**src/rtl/alu_result_stage.sv**
```systemverilog
// Two-entry skid buffer holding ALU results (head + skid) with optional stored zero/negative flags.
// Define ALU_RESULT_STAGE_FLAGS_EN to generate the flags; otherwise zero_o/negative_o are tied low.
module alu_result_stage #(
    parameter int REGISTER_LENGTH = 64
) (
    input  logic                       clk_i,
    input  logic                       reset_i,
    input  logic                       flush_i,
    input  logic [REGISTER_LENGTH-1:0] result_i,
    input  logic                       valid_i,
    output logic                       ready_o,
    output logic [REGISTER_LENGTH-1:0] result_o,
    output logic                       zero_o,
    output logic                       negative_o,
    output logic                       valid_o,
    input  logic                       ready_i
);

    localparam logic [1:0] ST_EMPTY = 2'd0;
    localparam logic [1:0] ST_HALF  = 2'd1;
    localparam logic [1:0] ST_FULL  = 2'd2;

    logic [1:0]                 state_q, state_d;
    logic [REGISTER_LENGTH-1:0] head_q, head_d;
    logic [REGISTER_LENGTH-1:0] skid_q, skid_d;
    logic                       accept, drain;
    logic                       head_ld_in, head_ld_skid, skid_ld;

    // Handshake outputs depend on registered state only.
    assign ready_o  = (state_q != ST_FULL);
    assign valid_o  = (state_q != ST_EMPTY);
    assign accept   = valid_i && ready_o;
    assign drain    = valid_o && ready_i;
    assign result_o = head_q;

    always_comb begin
        state_d      = state_q;
        head_ld_in   = 1'b0;
        head_ld_skid = 1'b0;
        skid_ld      = 1'b0;
        case (state_q)
            ST_EMPTY: begin
                if (accept) begin
                    head_ld_in = 1'b1;
                    state_d    = ST_HALF;
                end
            end
            ST_HALF: begin
                if (accept && !drain) begin
                    skid_ld = 1'b1;
                    state_d = ST_FULL;
                end else if (!accept && drain) begin
                    state_d = ST_EMPTY;
                end else if (accept && drain) begin
                    head_ld_in = 1'b1;
                end
            end
            ST_FULL: begin
                if (drain) begin
                    head_ld_skid = 1'b1;
                    state_d      = ST_HALF;
                end
            end
            default: state_d = ST_EMPTY;
        endcase
        // Flush wins over any accept or drain in the same cycle.
        if (flush_i) begin
            state_d      = ST_EMPTY;
            head_ld_in   = 1'b0;
            head_ld_skid = 1'b0;
            skid_ld      = 1'b0;
        end
    end

    assign head_d = head_ld_in ? result_i : (head_ld_skid ? skid_q : head_q);
    assign skid_d = skid_ld ? result_i : skid_q;

    always_ff @(posedge clk_i) begin
        if (reset_i) begin
            state_q <= ST_EMPTY;
            head_q  <= '0;
            skid_q  <= '0;
        end else begin
            state_q <= state_d;
            head_q  <= head_d;
            skid_q  <= skid_d;
        end
    end

`ifdef ALU_RESULT_STAGE_FLAGS_EN
    // Flags are {negative, zero}, computed once at capture and carried with the entry.
    function automatic logic [1:0] calc_flags(input logic [REGISTER_LENGTH-1:0] v);
        return {v[REGISTER_LENGTH-1], (v == '0)};
    endfunction

    logic [1:0] head_flg_q, head_flg_d;
    logic [1:0] skid_flg_q, skid_flg_d;
    logic [1:0] in_flg;

    assign in_flg     = calc_flags(result_i);
    assign head_flg_d = head_ld_in ? in_flg : (head_ld_skid ? skid_flg_q : head_flg_q);
    assign skid_flg_d = skid_ld ? in_flg : skid_flg_q;

    always_ff @(posedge clk_i) begin
        if (reset_i) begin
            head_flg_q <= 2'b00;
            skid_flg_q <= 2'b00;
        end else begin
            head_flg_q <= head_flg_d;
            skid_flg_q <= skid_flg_d;
        end
    end

    assign zero_o     = head_flg_q[0];
    assign negative_o = head_flg_q[1];
`else
    assign zero_o     = 1'b0;
    assign negative_o = 1'b0;
`endif

endmodule

```
**config.mk**
```make
export PLATFORM = sky130hd
export DESIGN_NAME = alu_result_stage
export DESIGN_NICKNAME = d
export VERILOG_FILES = /design/src/rtl/alu_result_stage.sv
export SDC_FILE = /design/constraint.sdc
export NUM_CORES = 1
export LEC_CHECK = 0
export CORE_MARGIN = 2
export CORE_UTILIZATION = 49
export DETAILED_ROUTE_END_ITERATION = 10
export GPL_TIMING_DRIVEN = 0
export PLACE_DENSITY_LB_ADDON = 0.1
export SYNTH_ARGS = -nofsm -noshare
export SYNTH_HDL_FRONTEND = slang
export SYNTH_SLANG_ARGS = --single-unit
```
**constraint.sdc**
```tcl
create_clock -name clk_i -period 2.2 [get_ports clk_i]
set_input_delay 0.33 -clock clk_i [delete_from_list [all_inputs] [get_ports clk_i]]
set_output_delay 0.33 -clock clk_i [all_outputs]
set_load 0.005 [all_outputs]
```
==> results of run 1 <==
## per-layer routing
layer  routed length, um  GRT usage  up-vias
li1                    -          -     2574
met1                6680      0.328     2666
met2                8470      0.482      244
met3                1240     0.0622       36
met4                 401      0.114        0
met5                   0          0        -
## worst max-delay path, delay by kind of cell (launching register included)
family          cells  cell delay, ps
flops               1             320
mux                 1             360
simple gates        2             490
compound gates      2             340
buf+inv             2             330
fa+ha+maj           1             220
## area by class of cell
type,instances,area share
sequential,130,0.334
multi-input combinational,409,0.324
timing repair buffer,136,0.176
buffer,71,0.0642
clock buffer,20,0.0585
tap,140,0.0225
clock inverter,12,0.0199
inverter,1,0.000482
## flip-flops by register name, indices dropped and copies added, names as in the netlist
name and count:
state_q 2, result_o 64, skid_q 64
## logic make-up after synthesis
kind of cell | share of synthesized area
other | 0.000688
muxes | 0.00689
adders and majority gates | 0.00459
and+or+nand+nor | 0.110
DFF | 0.478
AOI/OAI and AO/OA | 0.313
buffers and inverters | 0.0879
## timing repair
action                     in CTS  in global routing
cloned                          1                  0
setup endpoints to repair      35                 82
resized for setup               3                 28
pin swaps                       0                  1
buffers inserted                3                  0
## power groups by stage
| stage | registers [mW] | clock network [mW] | logic, mW |
|---|---|---|---|
| finish | 2.47 | 2.91 | 0.678 |
| global route | 2.48 | 3.00 | 0.726 |
| CTS | 2.47 | 2.90 | 0.650 |
| detailed placement | 2.52 | 0 | 0.631 |
| global placement | 2.52 | 0 | 0.617 |
| floorplan | 2.52 | 0 | 0.287 |
## synthesized netlist by cell type (all sizes together) (2+ instances only)
| cell | n | area [um2] |
|---|---|---|
| nand4bb | 2 | 22.5 |
| and4bb | 2 | 25.0 |
| a21oi | 128 | 641 |
| o211ai | 64 | 480 |
| nand2 | 128 | 480 |
| dfxtp | 130 | 2600 |
| nand2b | 2 | 12.5 |
| clkbuf | 21 | 80.1 |
| buf | 51 | 395 |
| or2 | 2 | 12.5 |
| a32oi | 64 | 561 |
| ha | 2 | 25.0 |
| and2 | 2 | 12.5 |
## metrics by stage
stage	std cells	worst slack (ps)	area (um2)	util	power, mW
floorplan	611	159	5450	-	2.80
global placement	884	-96.2	6960	0.642	3.13
detailed placement	884	-166	6960	0.642	3.15
CTS	919	1.04	7630	0.704	6.02
global route	919	-24.4	7780	0.718	6.20
finish	919	2.32	7780	0.718	6.05
## how the worst max path moves through the flow
stage,slack [ps],end,cells after the start
after floorplan,160,result_o[39],9
after global placement,-100,result_o[9],8
after detailed placement,-170,result_o[9],8
after CTS,1,result_o[44],8
after global routing,-20,result_o[51],8
final,2,result_o[51],8
==> reports/qor.yml, run 1 <==
numPortBuffers: 133
clkSinkCount: 130
crit-reg2reg-launch: "state_q[1]"
worstHoldEndpoint: "result_o[53]"
yosys_warnings: 0
area_delta_synth_final_pct: 42.8
max_cap_violations: 0
setup_viol: 0
swShare: 0.239
cp-end-kind: "register"
min_from: "reset_i"
drc: 0
pwr-share-seq: 0.408
whs_ps: 201
totalWireLength_mm: 16.8
worstSetupStartpoint: "state_q[1]"
status: "completed"
clockPowerShare: 0.480
post_drt_wl_per_cell_um: 18.3
numCtsBuffers: 17
die_h_um: 109
final_layout_size_suffix_gt1_frac: 0.145
ant_nets: 0
final_cell_mix: "133 x clkdlybuf4s50_1, 130 x dfxtp_1, 128 x nand2_1"
fin_setup_tns_ps: 0
regArea_um2: 2600
p_leak_nw: 2.59
critPathMaxFanout: 10
hold_depth: 2
r2r_end: "result_o[51]"
worst_ep_required_time_ps: 2590
period_share: 0.999
initial_utilization: 0.503
antenna_found_initial: 0
dieArea_um2: 12000
viasPerCell: 6.01
dieWidth_um: 109
skew_ps: 8.87
worst_ep_arrival_time_ps: 2590
cts_root_buffer: "clkbuf_8"
final_common_cell: "clkdlybuf4s50_1"
clk_path_buf_depth: 2
r2r_cells: 8
ir_worst_vdd_mv: 0.520
combPwrFrac: 0.112
first_global_vias: 5328
tightest_slew_ps: 613
clk_pin_slew_worst_paths_ps: 60
grt_pass1_wl_mm: 25.9
multi_input_area_um2: 2520
dr.first_iter.drc_count: 395
crit_type: "register to register"
synthDistinctLibCells: 30
power_density_nw_per_um2: 778
ios: 137
internal_power_mw: 4.60
vias: 5520
crit_chain: "buf_4, or2_2, and2_1, ha_2, mux2_4, buf_8, a32oi_2, a21oi_1"
critPathSlowestCell: "mux2_4"
fin_nets: 837
firstDrtPassIters: 6
ys.flop_type: "dfxtp_1"
syn_area_per_cell_um2: 8.93
grt_max_degree: 17
synth_area_um2: 5450
hp-class: "input pin to register"
cts_tree: "done"
p_sw_mw: 1.45
crit_path_start_kind: "register"
nFillCells: 855
dp_hpwl_mm: 10.9
rows: 38
slowest_delay_ps: 360
max_freq_ghz: 0.455
place_congestion: 0.860
coreArea_um2: 10800
reg2reg_slack_ps: 2
hold_viol_final: 0
cts_max_level: 4
syn_inst: 610
slew_headroom: 0.591
drv_slew: 0
ys_seq_area_frac: 0.478
period_needed_ps: 2200
synth_edf_count: 0
gr-total-overflow: 0
diodes: 0
insertion_delay_ps: 540
hold_buffers: 0
grt_usage: 0.277
ys_ff_latch: 130
rsz0062_at_grt: "yes"
async_flop_share: 0
No activity file was read; power rests on OpenSTA's default activity.
==> inputs of run 2 (changes only) <==
--- a/config.mk
+++ b/config.mk
@@ -9,7 +9,7 @@
 export CORE_UTILIZATION = 49
 export DETAILED_ROUTE_END_ITERATION = 10
 export GPL_TIMING_DRIVEN = 0
-export PLACE_DENSITY_LB_ADDON = 0.1
+export PLACE_DENSITY = 0.89
 export SYNTH_ARGS = -nofsm -noshare
 export SYNTH_HDL_FRONTEND = slang
 export SYNTH_SLANG_ARGS = --single-unit
==> reports/qor.yml, run 2 (same netlist as run 1, synthesis figures left out) <==
tightest_slew_ps: 585  # -28.5 ps
hp-class: "input pin to register"
max_freq_ghz: 0.462  # +1.4%
rsz0062_at_grt: "yes"
dp_hpwl_mm: 11.6  # +6.3%
dieArea_um2: 12000  # unchanged
post_drt_wl_per_cell_um: 18.4  # +0.92%
regArea_um2: 2600  # unchanged
final_common_cell: "clkdlybuf4s50_1"
worstSetupStartpoint: "state_q[1]"
whs_ps: 243  # +42.4 ps
vias: 5639  # +2.2%
gr-total-overflow: 0  # unchanged
ir_worst_vdd_mv: 0.512  # -1.6%
status: "completed"
die_h_um: 109  # unchanged
worst_ep_arrival_time_ps: 2540  # -50 ps
cts_tree: "done"
power_density_nw_per_um2: 749  # -3.8%
numCtsBuffers: 17  # unchanged
grt_pass1_wl_mm: 26.4  # +1.8%
crit_type: "register to register"
hold_viol_final: 0  # unchanged
numPortBuffers: 133  # unchanged
p_leak_nw: 2.53  # -2.1%
final_cell_mix: "133 x clkdlybuf4s50_1, 130 x dfxtp_1, 128 x a21oi_1, 128 x nand2_1, 64 x o211ai_1"
crit_path_start_kind: "register"
ios: 137  # unchanged
dp_slack_ps: -172  # -6.23 ps
crit-reg2reg-launch: "state_q[1]"
antenna_found_initial: 0  # unchanged
rows: 38  # unchanged
max_cap_violations: 0  # unchanged
skew_ps: 4.87  # -4.00 ps
nFillCells: 795  # -7.0%
clkSinkCount: 130  # unchanged
area_delta_synth_final_pct: 40.6
slew_headroom: 0.610  # +0.0190
grt_max_degree: 17  # unchanged
cts_max_level: 4  # unchanged
place_congestion: 0.851  # -1.1%
multi_input_area_um2: 2490  # -1.1%
fin_ws_ps: 33.4  # +31.1 ps
final_layout_size_suffix_gt1_frac: 0.134  # -0.0112
final_core_util: 0.707  # -0.0109
first_global_vias: 5564  # +4.4%
setup_viol: 0  # unchanged
worst_ep_required_time_ps: 2570  # -20 ps
dr.first_iter.drc_count: 474  # +20%
clk_path_buf_depth: 2  # unchanged
cp-end-kind: "register"
initial_utilization: 0.503  # unchanged
min_from: "reset_i"
clk_pin_slew_worst_paths_ps: 60  # about the same
fin_nets: 836  # -0.12%
finalPower_mw: 5.74  # -5.2%
grt_usage: 0.280  # +0.00314
fin_setup_tns_ps: 0  # unchanged
insertion_delay_ps: 500  # -40 ps
ant_nets: 0  # unchanged
critPathMaxFanout: 10  # unchanged
firstDrtPassIters: 5  # -1
diodes: 0  # unchanged
totalWireLength_mm: 16.9  # +0.70%
drv_slew: 0  # unchanged
cts_root_buffer: "clkbuf_8"
drc: 0  # unchanged
coreArea_um2: 10800  # unchanged
period_share: 0.985  # -0.0141
viasPerCell: 6.15  # +2.4%
dieWidth_um: 109  # unchanged
period_needed_ps: 2170  # -31.1 ps
## run 2: report_power, final
part           total, mW  switching, mW  internal, mW  leakage (nW)
clock               2.59          0.988          1.60         0.269
sequential          2.47         0.0445          2.43          1.06
combinational      0.671          0.318         0.353          1.21
total               5.74           1.35          4.39          2.53
## run 2: stage by stage
step,area (um2),instances
after floorplan,5450,611
after global placement,6960,884
after detailed placement,6960,884
after CTS,7560,915
after global routing,7660,917
final,7660,917
## run 2: repair_timing
action / in CTS / in global routing
buffers inserted: 1 / 1
cloned: 0 / 1
hold buffers: 0 / 0
setup endpoints to repair: 43 / 59
resized for setup: 5 / 13
pin swaps: 0 / 1
## run 2: worst paths after layout
| check | to | slack [ps] | depth (start not counted) |
|---|---|---|---|
| hold reg to reg | skid_q[7] | 460 | 2 |
| setup / recovery | result_o[48] | 30 | 8 |
| hold / removal | result_o[50] | 240 | 2 |
| setup reg to reg | result_o[48] | 30 | 8 |
## run 2: critical path, stage by stage, from the launching register on
cell     delay, ps
dfxtp_1        310
buf_4          160
or2_2          300
and2_1         180
ha_2           220
mux2_4         360
buf_8          170
a32oi_2        230
a21oi_1        100
## run 2: cell type report
type | count | area share
plain buffers | 71 | 0.0619
clock buffers | 22 | 0.0617
repair buffers | 135 | 0.177
inverters | 1 | 0.000490
multi-input cells | 409 | 0.326
flip-flops and latches | 130 | 0.340
well taps | 140 | 0.0229
clock inverters | 9 | 0.0106
## run 2: layer usage
| layer | GRT usage | vias up | share of wire | wire length, um |
|---|---|---|---|---|
| met5 | 0 | - | 0 | 0 |
| met4 | 0.104 | 0 | 0.028 | 478 |
| met3 | 0.0741 | 48 | 0.081 | 1380 |
| met2 | 0.484 | 309 | 0.50 | 8410 |
| met1 | 0.332 | 2709 | 0.39 | 6640 |
| li1 | - | 2573 | - | - |
==> inputs of run 3 (changes only) <==
--- a/config.mk
+++ b/config.mk
@@ -6,10 +6,10 @@
 export NUM_CORES = 1
 export LEC_CHECK = 0
 export CORE_MARGIN = 2
-export CORE_UTILIZATION = 49
+export CORE_UTILIZATION = 40
 export DETAILED_ROUTE_END_ITERATION = 10
 export GPL_TIMING_DRIVEN = 0
-export PLACE_DENSITY = 0.89
+export PLACE_DENSITY = 0.67
 export SYNTH_ARGS = -nofsm -noshare
 export SYNTH_HDL_FRONTEND = slang
 export SYNTH_SLANG_ARGS = --single-unit
==> reports/qor.yml, run 3 (same netlist as run 1, synthesis figures left out) <==
gr-total-overflow: 0  # unchanged
antenna_found_initial: 0  # unchanged
crit_type: "register to register"
grt_usage: 0.225  # -0.0548
finalPower_mw: 5.92  # +3.2%
coreArea_um2: 13300  # +23%
insertion_delay_ps: 410  # -90 ps
numCtsBuffers: 17  # unchanged
nFillCells: 1145  # +44%
drc: 0  # unchanged
worst_ep_required_time_ps: 2480  # -90 ps
cts_max_level: 4  # unchanged
worst_ep_arrival_time_ps: 2400  # -140 ps
numPortBuffers: 133  # unchanged
final_common_cell: "clkdlybuf4s50_1"
dp.cells: 920  # +4.1%
status: "completed"
dp_hpwl_mm: 11.6  # -0.36%
post_drt_wl_per_cell_um: 17.5  # -5.2%
layoutNonFillerInstCount: 952  # +3.8%
power_density_nw_per_um2: 762  # +1.8%
fin_nets: 836  # unchanged
skew_ps: 7.71  # +2.84 ps
ant_nets: 0  # unchanged
drv_slew: 0  # unchanged
r2r_end: "result_o[26]"
hp-class: "input pin to register"
viasPerCell: 5.59  # -9.2%
placed_area_um2: 7010  # +0.65%
r2r_cells: 8  # unchanged
crit-reg2reg-launch: "state_q[1]"
firstDrtPassIters: 5  # unchanged
reg2reg_slack_ps: 70  # +40 ps
hold_viol_final: 0  # unchanged
rows: 42  # +11%
clk_path_buf_depth: 2  # unchanged
max_freq_ghz: 0.470  # +1.9%
ir_worst_vdd_mv: 0.654  # +28%
grt_pass1_wl_mm: 25.5  # -3.6%
area_delta_synth_final_pct: 42.5
max_cap_violations: 0  # unchanged
initial_utilization: 0.410  # -0.0928
cp-end-kind: "register"
totalWireLength_mm: 16.6  # -1.6%
cts_tree: "done"
critPathMaxFanout: 10  # unchanged
period_share: 0.966  # -0.0185
ios: 137  # unchanged
diodes: 0  # unchanged
dr.first_iter.drc_count: 375  # -21%
crit_path_start_kind: "register"
cp-endpoint: "result_o[26]"
cts_root_buffer: "clkbuf_16"
dieArea_um2: 14600  # +22%
grt_max_degree: 17  # unchanged
fin_setup_tns_ps: 0  # unchanged
rsz0062_at_grt: "yes"
dieWidth_um: 121  # +10%
clk_pin_slew_worst_paths_ps: 50  # about the same
clkSinkCount: 130  # unchanged
setup_viol: 0  # unchanged
vias: 5317  # -5.7%
period_needed_ps: 2130  # -40.8 ps
place_congestion: 0.873  # +2.5%
final_core_util: 0.584  # -0.123
final_layout_size_suffix_gt1_frac: 0.130  # -0.00369
slew_headroom: 0.575  # -0.0350
worstSetupStartpoint: "state_q[1]"
die_h_um: 121  # +10%
design_area_um2: 7770  # +1.4%
first_global_vias: 5028  # -9.6%
final_cell_mix: "133 x clkdlybuf4s50_1, 130 x dfxtp_1, 128 x a21oi_1, 128 x nand2_1, 64 x o211ai_1"
p_leak_nw: 2.56  # +1.2%
tightest_slew_ps: 637  # +52.4 ps
[run 3: cell types whose count changed in the layout (fill, tap and decap cells not counted), sizes merged]
cell | previous run | this run
clkinv | 5 | 3
bufinv | 1 | 3
clkinvlp | 3 | 0
buf | 51 | 50
clkbuf | 44 | 47
[run 3: final cells by class]
| cell class | count | area [um2] | area share |
|---|---|---|---|
| buffer | 71 | 474 | 0.0610 |
| multi-input combinational | 409 | 2510 | 0.324 |
| tap | 176 | 220 | 0.0283 |
| clock inverter | 6 | 105 | 0.0135 |
| sequential | 130 | 2600 | 0.335 |
| clock buffer | 24 | 472 | 0.0607 |
| timing repair buffer | 135 | 1380 | 0.177 |
| inverter | 1 | 3.75 | 0.000483 |
[run 3: per-layer routing]
layer | track usage | share of wire | up-vias
met5 | 0 | 0 | -
met1 | 0.284 | 0.44 | 2503
li1 | - | - | 2562
met3 | 0.0618 | 0.066 | 24
met2 | 0.371 | 0.48 | 228
met4 | 0.0770 | 0.016 | 0
[run 3: how the worst min path moves through the flow]
stage               depth (start not counted)           end       start
global placement                            2    skid_q[21]  skid_q[21]
global route                                2  result_o[60]     reset_i
floorplan                                   1    state_q[1]     flush_i
CTS                                         2  result_o[44]     reset_i
detailed placement                          2    skid_q[12]  skid_q[12]
finish                                      2  result_o[44]     reset_i
[run 3: stage by stage]
step | worst slack (ps) | hold WS [ps]
2_1_floorplan | 159 | 407
3_3_place_gp | -165 | 440
3_5_place_dp | -209 | 446
4_1_cts | 28.5 | 328
5_1_grt | -1.47 | 359
6_report | 74.1 | 326
[run 3: timing repair]
action | CTS | global route
setup endpoints to repair | 60 | 28
endpoints found under the hold margin | 0 | 0
resized for setup | 9 | 12
pin swaps | 1 | 2
gates cloned | 1 | 1
setup buffers | 1 | 0
hold buffers | 0 | 0
[run 3: critical path, stage by stage, from the launching register on]
cell	delay, ps
dfxtp_1	310
buf_4	160
or2_2	310
and2_4	170
ha_4	170
mux2_4	360
buf_8	180
a32oi_2	230
a21oi_1	90
[run 3: power breakdown]
group          switching [mW]  internal (mW)  total [mW]  leakage [nW]
clock                   0.952           1.82        2.77         0.284
sequential             0.0408           2.43        2.47          1.06
combinational           0.316          0.359       0.675          1.22
total                    1.31           4.61        5.92          2.56
